`src/rtl/bomb_fuse_matrix_pkg.sv`:
```
// Shared types and default sizing for the bomb fuse matrix display.
// Game states, colour selection and the default matrix geometry.
package bomb_pkg;

    localparam int DEF_ROWS      = 8;
    localparam int DEF_COLS      = 8;
    localparam int DEF_FUSE_ROWS = 4;
    localparam int DEF_TICK_DIV  = 2500;

    typedef enum logic [1:0] {
        ST_IDLE     = 2'd0,
        ST_BURN     = 2'd1,
        ST_DEFUSED  = 2'd2,
        ST_EXPLODED = 2'd3
    } game_state_e;

    typedef enum logic [1:0] {
        CLR_OFF    = 2'd0,
        CLR_RED    = 2'd1,
        CLR_GREEN  = 2'd2,
        CLR_YELLOW = 2'd3
    } colour_e;

endpackage

```
`src/rtl/bomb_fuse_matrix_if.sv`:
```
// Game-switch and matrix-driver signal bundle for the bomb fuse matrix.
interface bomb_fuse_matrix_if
    import bomb_pkg::*;
#(
    parameter int ROWS      = DEF_ROWS,
    parameter int COLS      = DEF_COLS,
    parameter int FUSE_ROWS = DEF_FUSE_ROWS
);
    localparam int FW = $clog2(FUSE_ROWS + 1);

    logic            en;
    logic            start;
    logic            defuse;
    logic [ROWS-1:0] hang;
    logic [COLS-1:0] red;
    logic [COLS-1:0] gre;
    logic            fail;
    logic            defused;
    logic [FW-1:0]   fuse_left;

    modport master (
        output en, start, defuse,
        input  hang, red, gre, fail, defused, fuse_left
    );

    modport slave (
        input  en, start, defuse,
        output hang, red, gre, fail, defused, fuse_left
    );

endinterface

```
`src/rtl/bomb_fuse_matrix_row_pattern.sv`:
```
// Combinational image generator: column drive for one matrix row given
// the game state, the remaining fuse length and the explosion blink phase.
module bomb_row_pattern
    import bomb_pkg::*;
#(
    parameter int ROWS      = DEF_ROWS,
    parameter int COLS      = DEF_COLS,
    parameter int FUSE_ROWS = DEF_FUSE_ROWS,
    parameter int RW        = $clog2(DEF_ROWS),
    parameter int FW        = $clog2(DEF_FUSE_ROWS + 1)
)(
    input  logic [RW-1:0]   row,
    input  logic [FW-1:0]   fuse_left,
    input  game_state_e     state,
    input  logic            blink,
    output logic [COLS-1:0] red,
    output logic [COLS-1:0] gre
);
    localparam int          C0       = COLS / 2 - 1;
    localparam int          C1       = COLS / 2;
    localparam logic [31:0] FUSE_U   = 32'(FUSE_ROWS);
    localparam logic [31:0] LAST_U   = 32'(ROWS - 1);

    logic [31:0]     row_ext_s;
    logic [31:0]     fuse_ext_s;
    logic            fuse_row_s;
    logic            fuse_lit_s;
    logic [COLS-1:0] mask_s;
    colour_e         colour_s;

    // Shape and colour selection for the addressed row.
    always_comb begin
        row_ext_s  = 32'(row);
        fuse_ext_s = 32'(fuse_left);
        fuse_row_s = (row_ext_s < FUSE_U);
        // r >= FUSE_ROWS - fuse_left, rearranged so nothing can underflow
        fuse_lit_s = ((row_ext_s + fuse_ext_s) >= FUSE_U);

        mask_s = '0;
        if (fuse_row_s || (row_ext_s == FUSE_U) || (row_ext_s == LAST_U)) begin
            mask_s[C0] = 1'b1;
            mask_s[C1] = 1'b1;
        end else begin
            mask_s[C0 - 1] = 1'b1;
            mask_s[C1 + 1] = 1'b1;
        end

        case (state)
            ST_IDLE, ST_BURN: begin
                if (fuse_row_s) begin
                    colour_s = fuse_lit_s ? CLR_YELLOW : CLR_OFF;
                end else begin
                    colour_s = CLR_RED;
                end
            end
            ST_DEFUSED: begin
                if (fuse_row_s) begin
                    colour_s = fuse_lit_s ? CLR_GREEN : CLR_OFF;
                end else begin
                    colour_s = CLR_GREEN;
                end
            end
            ST_EXPLODED: colour_s = blink ? CLR_RED : CLR_OFF;
            default:     colour_s = CLR_OFF;
        endcase

        red = ((colour_s == CLR_RED)   || (colour_s == CLR_YELLOW)) ? mask_s : '0;
        gre = ((colour_s == CLR_GREEN) || (colour_s == CLR_YELLOW)) ? mask_s : '0;
    end

endmodule

```
`src/rtl/bomb_fuse_matrix.sv`:
```
// Bomb fuse matrix top: game FSM, fuse tick, row scan and blink counters,
// with registered row-select and column drive outputs.
module bomb_fuse_matrix
    import bomb_pkg::*;
#(
    parameter int ROWS      = DEF_ROWS,
    parameter int COLS      = DEF_COLS,
    parameter int FUSE_ROWS = DEF_FUSE_ROWS,
    parameter int TICK_DIV  = DEF_TICK_DIV
)(
    input  logic              clk,
    input  logic              rst_n,
    bomb_fuse_matrix_if.slave bus
);
    localparam int RW = $clog2(ROWS);
    localparam int FW = $clog2(FUSE_ROWS + 1);
    localparam int TW = $clog2(TICK_DIV);

    game_state_e     state_r;
    game_state_e     state_nxt_s;
    logic [TW-1:0]   tick_r;
    logic [TW-1:0]   tick_nxt_s;
    logic [TW-1:0]   blink_cnt_r;
    logic [TW-1:0]   blink_cnt_nxt_s;
    logic            blink_r;
    logic            blink_nxt_s;
    logic [FW-1:0]   fuse_left_r;
    logic [FW-1:0]   fuse_nxt_s;
    logic            fail_r;
    logic            fail_nxt_s;
    logic            defused_r;
    logic            defused_nxt_s;
    logic [RW-1:0]   row_r;
    logic [RW-1:0]   row_nxt_s;
    logic [ROWS-1:0] hang_r;
    logic [ROWS-1:0] hang_nxt_s;
    logic [COLS-1:0] red_r;
    logic [COLS-1:0] gre_r;
    logic [COLS-1:0] pat_red_s;
    logic [COLS-1:0] pat_gre_s;
    logic            tick_wrap_s;
    logic            blink_wrap_s;

    bomb_row_pattern #(
        .ROWS      (ROWS),
        .COLS      (COLS),
        .FUSE_ROWS (FUSE_ROWS),
        .RW        (RW),
        .FW        (FW)
    ) u_pattern (
        .row       (row_r),
        .fuse_left (fuse_left_r),
        .state     (state_r),
        .blink     (blink_r),
        .red       (pat_red_s),
        .gre       (pat_gre_s)
    );

    assign tick_wrap_s  = bus.start && (tick_r == TW'(TICK_DIV - 1));
    assign blink_wrap_s = (blink_cnt_r == TW'(TICK_DIV - 1));

    // Game FSM next state, fuse/tick/blink bookkeeping and row scan.
    always_comb begin
        state_nxt_s     = state_r;
        tick_nxt_s      = tick_r;
        fuse_nxt_s      = fuse_left_r;
        fail_nxt_s      = fail_r;
        defused_nxt_s   = defused_r;
        blink_nxt_s     = 1'b0;
        blink_cnt_nxt_s = '0;

        case (state_r)
            ST_IDLE: begin
                if (bus.start) begin
                    // the launching cycle already counts as one burn cycle
                    state_nxt_s = ST_BURN;
                    tick_nxt_s  = TW'(1);
                end else begin
                    tick_nxt_s  = '0;
                end
            end
            ST_BURN: begin
                if (bus.defuse) begin
                    state_nxt_s   = ST_DEFUSED;
                    defused_nxt_s = 1'b1;
                end else if (tick_wrap_s) begin
                    tick_nxt_s  = '0;
                    fuse_nxt_s  = fuse_left_r - FW'(1);
                    fail_nxt_s  = (fuse_left_r == FW'(1));
                    state_nxt_s = (fuse_left_r == FW'(1)) ? ST_EXPLODED : ST_BURN;
                end else if (bus.start) begin
                    tick_nxt_s  = tick_r + TW'(1);
                end else begin
                    tick_nxt_s  = tick_r;
                end
            end
            ST_DEFUSED: begin
                state_nxt_s = ST_DEFUSED;
            end
            ST_EXPLODED: begin
                if (blink_wrap_s) begin
                    blink_cnt_nxt_s = '0;
                    blink_nxt_s     = ~blink_r;
                end else begin
                    blink_cnt_nxt_s = blink_cnt_r + TW'(1);
                    blink_nxt_s     = blink_r;
                end
            end
            default: begin
                state_nxt_s = ST_IDLE;
            end
        endcase

        row_nxt_s = (row_r == RW'(ROWS - 1)) ? '0 : row_r + RW'(1);
        for (int i = 0; i < ROWS; i++) begin
            hang_nxt_s[i] = (i != (ROWS - 1 - int'(row_r)));
        end
    end

    // State and output registers; reset and disable share the idle image.
    always_ff @(posedge clk) begin
        if (!rst_n || !bus.en) begin
            state_r     <= ST_IDLE;
            tick_r      <= '0;
            blink_cnt_r <= '0;
            blink_r     <= 1'b0;
            fuse_left_r <= FW'(FUSE_ROWS);
            fail_r      <= 1'b0;
            defused_r   <= 1'b0;
            row_r       <= '0;
            hang_r      <= '1;
            red_r       <= '0;
            gre_r       <= '0;
        end else begin
            state_r     <= state_nxt_s;
            tick_r      <= tick_nxt_s;
            blink_cnt_r <= blink_cnt_nxt_s;
            blink_r     <= blink_nxt_s;
            fuse_left_r <= fuse_nxt_s;
            fail_r      <= fail_nxt_s;
            defused_r   <= defused_nxt_s;
            row_r       <= row_nxt_s;
            hang_r      <= hang_nxt_s;
            red_r       <= pat_red_s;
            gre_r       <= pat_gre_s;
        end
    end

    assign bus.hang      = hang_r;
    assign bus.red       = red_r;
    assign bus.gre       = gre_r;
    assign bus.fail      = fail_r;
    assign bus.defused   = defused_r;
    assign bus.fuse_left = fuse_left_r;

endmodule

```
`src/flat_wrapper.sv`:
```
// flat-port wrapper written by rule: the top's interface ports become plain ports
module bomb_fuse_matrix_flat import bomb_pkg::*;
#(
    parameter int ROWS      = DEF_ROWS,
    parameter int COLS      = DEF_COLS,
    parameter int FUSE_ROWS = DEF_FUSE_ROWS,
    parameter int TICK_DIV  = DEF_TICK_DIV
)
  (clk, rst_n, bus_en, bus_start, bus_defuse, bus_hang, bus_red, bus_gre, bus_fail, bus_defused, bus_fuse_left);
  bomb_fuse_matrix_if #(.ROWS(ROWS), .COLS(COLS), .FUSE_ROWS(FUSE_ROWS)) bus_i ();
  input  logic clk;
  input  logic rst_n;
  input wire logic [$bits(bus_i.en)-1:0] bus_en;
  input wire logic [$bits(bus_i.start)-1:0] bus_start;
  input wire logic [$bits(bus_i.defuse)-1:0] bus_defuse;
  output wire logic [$bits(bus_i.hang)-1:0] bus_hang;
  output wire logic [$bits(bus_i.red)-1:0] bus_red;
  output wire logic [$bits(bus_i.gre)-1:0] bus_gre;
  output wire logic [$bits(bus_i.fail)-1:0] bus_fail;
  output wire logic [$bits(bus_i.defused)-1:0] bus_defused;
  output wire logic [$bits(bus_i.fuse_left)-1:0] bus_fuse_left;
  assign bus_i.en = bus_en;
  assign bus_i.start = bus_start;
  assign bus_i.defuse = bus_defuse;
  assign bus_hang = bus_i.hang;
  assign bus_red = bus_i.red;
  assign bus_gre = bus_i.gre;
  assign bus_fail = bus_i.fail;
  assign bus_defused = bus_i.defused;
  assign bus_fuse_left = bus_i.fuse_left;
  bomb_fuse_matrix #(.ROWS(ROWS), .COLS(COLS), .FUSE_ROWS(FUSE_ROWS), .TICK_DIV(TICK_DIV)) u_core (.clk(clk), .rst_n(rst_n), .bus(bus_i));
endmodule
```
`config.mk`:
```
export PLATFORM = sky130hd
export DESIGN_NAME = bomb_fuse_matrix_flat
export DESIGN_NICKNAME = d
export VERILOG_FILES = /design/src/rtl/bomb_fuse_matrix_pkg.sv /design/src/rtl/bomb_fuse_matrix_if.sv /design/src/rtl/bomb_fuse_matrix_row_pattern.sv /design/src/rtl/bomb_fuse_matrix.sv /design/src/flat_wrapper.sv
export SDC_FILE = /design/constraint.sdc
export NUM_CORES = 1
export LEC_CHECK = 0
export BUFFER_PORTS_ARGS = -buffer_cell sky130_fd_sc_hd__buf_2
export CAP_MARGIN = 40
export CORE_UTILIZATION = 45
export CTS_CLUSTER_DIAMETER = 60
export DETAILED_ROUTE_END_ITERATION = 6
export GPL_TIMING_DRIVEN = 0
export MAX_ROUTING_LAYER = met4
export PLACE_DENSITY = 0.65
export SYNTH_ARGS = -nofsm -noshare
export SYNTH_HDL_FRONTEND = slang
export SYNTH_SLANG_ARGS = --single-unit
```
`constraint.sdc`:
```
create_clock -name clk -period 2.61 [get_ports clk]
set_clock_uncertainty 0.1 [all_clocks]
set_input_delay 0.3915 -clock clk [delete_from_list [all_inputs] [get_ports clk]]
set_output_delay 0.3915 -clock clk [all_outputs]
set_load 0.01 [all_outputs]
```
== Word-level counts from Yosys, hierarchy flattened ==
Cells that the tools add are included.

* Input bits: 5
* Output and inout port bits: 29
* Flip-flop bits (word level): 59
* Bits in read-only memories: 0
* Latch bits: 0
* RAM bits: 0
* Memories: 0
* Word-level logic and storage cells: 88

* Multiplexer cells: 18
* Bitwise gates (word level): 5
* $lt $le $gt $ge: 2
* Div/mod/pow operators: 0
* Shift-type cells: 0
* Equal/unequal tests: 22
* Reduce and logical (&&, ||, !) cells: 22
* Add/sub/neg operators: 6
* Multipliers: 0

{| class="wikitable"
|+ Operators by type and width
! operator !! number
|-
| $ne 4x32->1 const A || 4
|-
| $ne 3x32->1 const A || 2
|-
| $mux 12 || 3
|-
| $ne 2x32->1 const A || 1
|-
| $reduce_bool 32->1 || 1
|-
| $add 12x1->12 const B || 2
|-
| $eq 12x12->1 const B || 2
|-
| $pmux 12 s2 || 1
|-
| $mux 2 || 9
|-
| $pmux 2 s3 || 2
|-
| $reduce_or 2->1 || 5
|-
| $reduce_and 3->1 || 3
|-
| $eq 2x2->1 const B || 4
|-
| $eq 3x3->1 const B || 2
|-
| $ne 3x2->1 const B || 2
|-
| $logic_or 1x1->1 || 5
|-
| $not 1->1 || 5
|-
| $add 3x3->4 || 1
|-
| $eq 2x1->1 const B || 2
|-
| $ge 4x3->1 const B || 1
|-
| $ne 2x2->1 const B || 2
|-
| $sub 3x3->4 const A || 1
|-
| $add 3x1->3 const B || 1
|-
| $eq 3x1->1 const B || 1
|-
| other kinds (10) || 13
|}

== Logic depth before layout (Yosys ltp) ==
Gate-level depths: netlist of run 1.

* Depth after elaboration: 9
* Gate-level depth with buffers: 8
* Mapped depth without buffers: 6

== Hierarchy ==
Synthesis of run 1 repeated with hierarchy kept, for this count alone.

* Cell total of the unflattened synthesis: 283
* Area, all modules: 2651.3 um^2

{| class="wikitable"
|+ By module, submodules not included
! module !! cells each !! seq. area each (um^2) !! instances !! area an instance (um^2)
|-
| bomb_fuse_matrix || 255 || 1181.1 || 1 || 2451.1
|-
| bomb_row_pattern || 28 || 0.0 || 1 || 200.2
|}

== Worst setup path after synthesis of run 1 ==
Ideal clock, no wire load.

* Kind: register -> register
* Start point: register u_core.state_r[1]
* End point: register u_core.tick_r[10]
* Period minus slack after synthesis: 1.934 ns
* Arrival time: 1.761 ns
* Path slack: 0.676 ns
* Data required time: 2.436 ns
* Buffers on the path: 1
* Library setup time: 0.074 ns
* Cell stages (with the launch flop): 8
* Cells stage by stage: dfxtp_1 -> inv_1 -> ha_1 -> buf_4 -> and2b_1 -> o211ai_2 -> or4_1 -> a21oi_1

* Word-level cells in the longest chain between the ends: 3
* Elaborated cells on any way between the ends: 7
* Classes of those cells: 3 x eq/ne; 1 x mux; 3 x reduce/logical

{| class="wikitable"
|+ Ends and longest elaborated chain
! what !! RTL line !! RTL
|-
| start, declared || bomb_fuse_matrix.sv:19 || <nowiki>game_state_e state_r;</nowiki>
|-
| start signal, assigned || bomb_fuse_matrix.sv:135 || <nowiki>state_r <= state_nxt_s;</nowiki>
|-
| $eq 2x1->1 / $logic_not 2->1 (equally long branches) || bomb_fuse_matrix.sv:72 || <nowiki>case (state_r)</nowiki>
|-
| $ne 3x2->1 (no line) (tied with other cells) || - ||
|-
| $reduce_and 3->1 (no line) || - ||
|-
| end signal, assigned || bomb_fuse_matrix.sv:136 || <nowiki>tick_r <= tick_nxt_s;</nowiki>
|-
| end, declared || bomb_fuse_matrix.sv:21 || <nowiki>logic [TW-1:0] tick_r;</nowiki>
|}

Parallel ways exist; a longest one is shown, timed or not.
A chain may end at the register's enable or synchronous reset.

== Worst setup path after layout of run 1 ==
Ends and elaborated chain as after synthesis.

==> run metrics, run 1 <==
vias in the first global route about 1.6k; antenna cells 0; DRT Wirelength 3890 um; #FFs+latches synth 47; Pleak 0.00103 uW; Hold WS 292 ps; CP Launch Type flip-flop; RSZ-0062 raised after global routing false; largest net degree at the start of global routing 15; final critical-path required period 2130 ps; final worst path period share 81.7%; Area growth, synth to finish 14.1%; switching power 288 uW; clock sink total 47; most frequent cell after synthesis dfxtp_1; I/O pin total 34; placed cell count 350; final setup violation count 0; synthesized cell area 0.00227 mm^2; Power Density between 400 and 500 mW/mm^2; CTS tree done; TritonCTS Buffers 5; Synth area leader dfxtp_1; Fmax 0.469 GHz; synth warn 0; FP Rows 25; ys flop type dfxtp_1; CP Class flip-flop to flip-flop; final hold vios 0; first-pass GRT wire length 6620 um; Die Wd 73.0 um; Post-synth EDFFs 0; clk root buf clkbuf_8; Power Internal 946 uW; crit path capture type flip-flop; H-tree levels 2; layout cells sized above 1 17.5%; Worst VDD drop 0.314 mV; data arrival time of the worst path 2250 ps; post-synthesis cell type count 44; CP Max Fanout 8; Max-cap violations 0; Final ANT Viol Nets 0; run status complete, no violations; Buffers on Ports 25; Routability Congestion ~0.82; Tot GR Track Use between 15 and 20%; CTS Hold Bufs 0; hpwl dp 2900 um; Post-route DRC 0; Resized cells post-CTS 0; die area 0.00532 mm^2; Worst Tran Pin Value 686 ps; post-synth top area share 41.5%; total number of vias ~1.7k; clk buf depth 2; worst hold-check path type input port to flip-flop; cells after synthesis 251; Async SR Flop Fraction 0%; top post-synthesis cells by count dfxtp_1, nor2_1, nand2_1, ha_1, nand3_1; final std cells w/o fill about 360; clock power share 34.0%; WL/cell 10.9 um; Core Area 0.00479 mm^2; post-synthesis sequential area ratio 41.5%; Reg power frac between 50 and 60%; TNS Setup 0 ps; initial antenna violation count 0; Reg clk slew, reported paths 90 ps; largest cells by area after synthesis dfxtp_1, ha_1, nor2_1; initial cell density of the core 47.3%; Syn Area/Cell roughly 9.0 um^2; Final nets roughly 310; path depth of the worst reg2reg path 7; Comb power frac about 6.8%; Vias/cell slightly below 5; max_slew headroom 54.1%; die height 73.0 um; Hold Crit Depth 3; First DRT Iteration DRCs 50; TritonRoute pass-1 iters 4; Worst Path Required 2730 ps; gr ovfl total 0; Slew Limit Fails 0; Post-CTS Setup Repair Bufs 0; switching share of power 23.3%; Clock Latency Late Sink 290 ps
==> flip-flops by register name (all words and copies together), names as in the netlist <==
signal and flops:
u_core.bus.red 2, u_core.tick_r 12, u_core.bus.gre 2, u_core.bus.hang 8
u_core.bus.fuse_left 3, u_core.blink_cnt_r 12, u_core.state_r 2, u_core.row_r 3
u_core.bus.fail 1, u_core.blink_r 1, u_core.bus.defused 1
==> logic make-up (layout without fill, tap and decap cells) <==
group / count (synthesis) / after routing / share of synthesized area [%]
xor gates and xnor gates: 16 / 16 / 6.18
DFF: 47 / 47 / 41.5
AOI/OAI and AO/OA: 32 / 32 / 9.55
and+or+nand+nor: 103 / 103 / 24.0
other: 1 / 8 / 0.165
buffers and inverters: 31 / 64 / 7.40
adders and majority gates: 17 / 17 / 9.39
muxes: 4 / 4 / 1.77
==> worst max-delay path, stage by stage, from the launching register on <==
cell and delay (ps):
dfxtp_1 410, inv_1 90, ha_1 180, buf_4 160, and2b_1 320, o211ai_2 170
or4_1 480, a21oi_1 150
==> power groups by stage <==
| stage | logic, uW | registers, uW | clock network [uW] |
|---|---|---|---|
| final | 83.2 | 731 | 419 |
| after CTS | 83.3 | 731 | 440 |
| after floorplan | 60.2 | 748 | 0 |
| after detailed placement | 82.8 | 748 | 0 |
| after global placement | 82.1 | 747 | 0 |
| after global routing | 93.9 | 732 | 471 |
==> path summary, 6_finish.rpt <==
| path | startpoint | end | slack, ps |
|---|---|---|---|
| min reg2reg | u_core.blink_cnt_r[0] | u_core.blink_cnt_r[0] | 370 |
| min | bus_en | u_core.row_r[1] | 290 |
| max | u_core.state_r[1] | u_core.tick_r[10] | 480 |
| max reg2reg | u_core.state_r[1] | u_core.tick_r[10] | 480 |
==> metrics by stage <==
stage / power [uW] / utilization [%] / worst slack, ps / instance area [um^2]
floorplan: 808 / - / 676 / 2290
global placement: 829 / 52.3 / 529 / 2500
detailed placement: 830 / 52.3 / 514 / 2500
CTS: 1250 / 54.0 / 492 / 2590
global route: 1300 / 54.0 / 330 / 2590
finish: 1230 / 54.0 / 477 / 2590
==> placed cells by master, fill, tap and decap left out, types with 2 or more instances in the layout <==
cell and n:
nor2_1 28, buf_4 13, nor2b_1 2, xor2_1 10
and4_1 2, and2_1 2, a211oi_1 2, xnor2_1 6
inv_1 12, buf_2 27, nand4_1 5, conb_1 8
clkbuf_8 5, ha_1 17, mux2i_1 4, nor3_1 6
and3_1 5, o211ai_1 3, a21oi_1 8, clkbuf_1 5
or3_1 4, nand2_1 20, nand3_1 15, o2111ai_1 4
a31oi_1 2, nor4b_1 2, o21ai_0 8, dfxtp_1 47
==> metal layers <==
metal / track usage [%] / share of wire (%) / vias up
met3: 5.39 / 4.3 / 5
li1: - / - / 930
met2: 25.9 / 43 / 35
met4: 3.27 / 0.77 / 0
met1: 20.8 / 52 / 775
met5: - / 0 / -
==> layout make-up <==
type / count / area [um^2]
multi-input combinational: 180 / 1180
fill: 456 / 2200
clock inverter: 2 / 12.5
sequential: 47 / 941
clock buffer: 6 / 72.6
inverter: 12 / 45.0
tap: 67 / 83.8
timing repair buffer: 25 / 125
buffer: 19 / 123
Power figures use the tool's default switching activity.
==> run 2: changes to the inputs <==
Settings changed: ABC_AREA set to 1, PLACE_DENSITY 0.65 to 0.67.
Clock period 2.61 ns to 1.8 ns, I/O delays scaled along.
==> run 2 against run 1 <==
Via count rose by 18%. Largest cell class unchanged. Worst setup slack worse by 310 ps. Non-clock buffer count is 3 lower. Power rose by 56%. Fmax is 31% higher. Global-route usage grew 0.88 points. Combinational power is 130% higher. Highest routed layer unchanged. Sequential power increased by 45%. Final cell count up 24%. Register-to-register slack got worse by 310 ps. Flip-flop and latch count did not move.
==> run metrics, run 2 <==
Vias/cell 4.62; synthesized cell area between 0.002 and 0.0025 mm^2; Power Density 687 mW/mm^2; Reg clk slew, reported paths 90 ps; Worst Hold Endpoint u_core.bus.defused; final setup violation count 0; First DRT Iteration DRCs 87; cells after synthesis 335; Max stage delay on crit path 360 ps; CP max stage cell dfxtp_1; Routability Congestion 0.800; Post-CTS Setup Repair Bufs 0; FF-to-FF Start u_core.blink_cnt_r[0]; antenna cells 0; DRT Wirelength 4410 um; Critical path buffers and inverters 2; Clock Latency Late Sink 300 ps; synth warn 0; reg-to-reg critical path endpoint u_core.blink_cnt_r[9]; Hold Crit Depth 3; crit path capture type flip-flop; layout cells sized above 1 about a fifth; Post-synth EDFFs 0; final std cells w/o fill around 450; WL/cell slightly below 10 um; I/O pin total 34; clock sink total 47; min-delay src bus_defuse; vias in the first global route 1,885; CTS Hold Bufs 0; CP delay by family, top simple AND/OR/NAND/NOR gates; critical-path cell list ha_1 -> inv_1 -> nor2_1 -> nand4_1 -> nand2_1 -> buf_2 -> nor2_1; die area 0.00576 mm^2; Area growth, synth to finish 14.1%; first-pass GRT wire length 7990 um; top post-synthesis cells by count nand2_1, dfxtp_1, nor2_1, inv_1, nand3_1; worst hold-check path type input port to flip-flop; CP Launch Type flip-flop; Syn Area/Cell ~7.3 um^2; total number of vias between 2k and 2.5k; TNS Setup 0 ps; Setup crit start u_core.blink_cnt_r[0]; initial cell density of the core 47.5%; TritonRoute pass-1 iters 4; most frequent cell after synthesis nand2_1; Worst Path Required 1890 ps; H-tree levels 2; largest cells by area after synthesis dfxtp_1, nand2_1, ha_1; Tot GR Track Use 17.4%; Synth area leader dfxtp_1; ys flop type dfxtp_1; FF-to-FF setup slack 170 ps; Buffers on Ports 25; #FFs+latches synth between 40 and 50; path depth of the worst reg2reg path 7; FP Rows 26; final hold vios 0; post-synth top area share 38.3%; Slew Limit Fails 0; Core Area 0.00517 mm^2; final worst path period share 90.7%; Final ANT Viol Nets 0; Final nets 396; Max-cap violations 0; Async SR Flop Fraction 0%; post-synthesis sequential area ratio 38.3%; Die Wd between 70 and 80 um; initial antenna violation count 0; RSZ-0062 raised after global routing false; clk root buf clkbuf_8; clk buf depth 2; Worst VDD drop 0.426 mV; post-synthesis cell type count 31; TritonCTS Buffers 5; CP Max Fanout 10; CP Class flip-flop to flip-flop; largest net degree at the start of global routing 18; die height 75.9 um; gr ovfl total 0; most common cell after layout, fill and taps aside nand2_1; hpwl dp 3490 um; Resized cells post-CTS 0; Fmax 0.612 GHz; CTS tree done; run status complete, no violations; data arrival time of the worst path 1730 ps; CP dominant cell by count nor2_1; placed cell count roughly 440; most frequent cells in the layout nand2_1, nor2_1, dfxtp_1; final critical-path required period roughly 1600 ps; Pleak approximately 0.0012 uW; Post-route DRC 0
==> run 2: worst register-to-register path, cell delays in order (launching register included) <==
cell	delay, ps
dfxtp_1	360
ha_1	240
inv_1	70
nor2_1	140
nand4_1	190
nand2_1	130
buf_2	220
nor2_1	80
==> run 2: layer usage <==
layer	global-route usage [%]	part of all wire (%)	routed length, um	vias to the layer above
met5	-	0	0	-
li1	-	-	-	1113
met2	29.2	46	2040	23
met3	3.25	2.5	109	4
met4	4.62	0.61	27	0
met1	21.3	51	2230	918
==> run 2: logic make-up (layout without fill, tap and decap cells) <==
logic type | Yosys count | after routing | share of synthesized area (%)
fa+ha+maj | 17 | 17 | 8.65
simple gates | 172 | 172 | 32.5
flops | 47 | 47 | 38.3
compound gates | 31 | 31 | 6.97
other cells | 1 | 8 | 0.153
buf+inv | 63 | 96 | 12.0
xor+xnor | 4 | 4 | 1.42
==> run 2: worst max path at each step <==
stage | to | cells past startpoint | slack [ps]
after floorplan | u_core.tick_r[6] | 9 | 260
after global placement | u_core.tick_r[6] | 9 | 110
after detailed placement | u_core.bus.fuse_left[2] | 8 | 90
after CTS | u_core.bus.fuse_left[0] | 6 | 70
after global routing | u_core.bus.fuse_left[2] | 8 | 30
final | u_core.blink_cnt_r[9] | 7 | 170
==> run 2: power by group <==
part | internal (uW) | switching (uW)
Sequential | 1050 | 10.5
Combinational | 73.6 | 117
Clock | 288 | 386
==> run 2: area by class of cell <==
cell class	instances	area [um^2]
plain buffers	16	119
repair buffers	25	125
flip-flops and latches	47	942
multi-input cells	232	1260
fillers	479	2370
inverters	47	176
clock inverters	3	27.5
clock buffers	5	68.8
well taps	70	87.6
==> run 2: metrics by stage <==
stage	area, um^2	power [uW]	hold slack, ps	utilization [%]	setup slack [ps]
floorplan	2480	1230	318	-	262
global placement	2700	1270	327	52.2	112
detailed placement	2700	1280	339	52.2	87.6
CTS	2790	1950	186	54.0	73.0
global route	2810	2030	210	54.2	30.0
finish	2810	1930	208	54.2	167
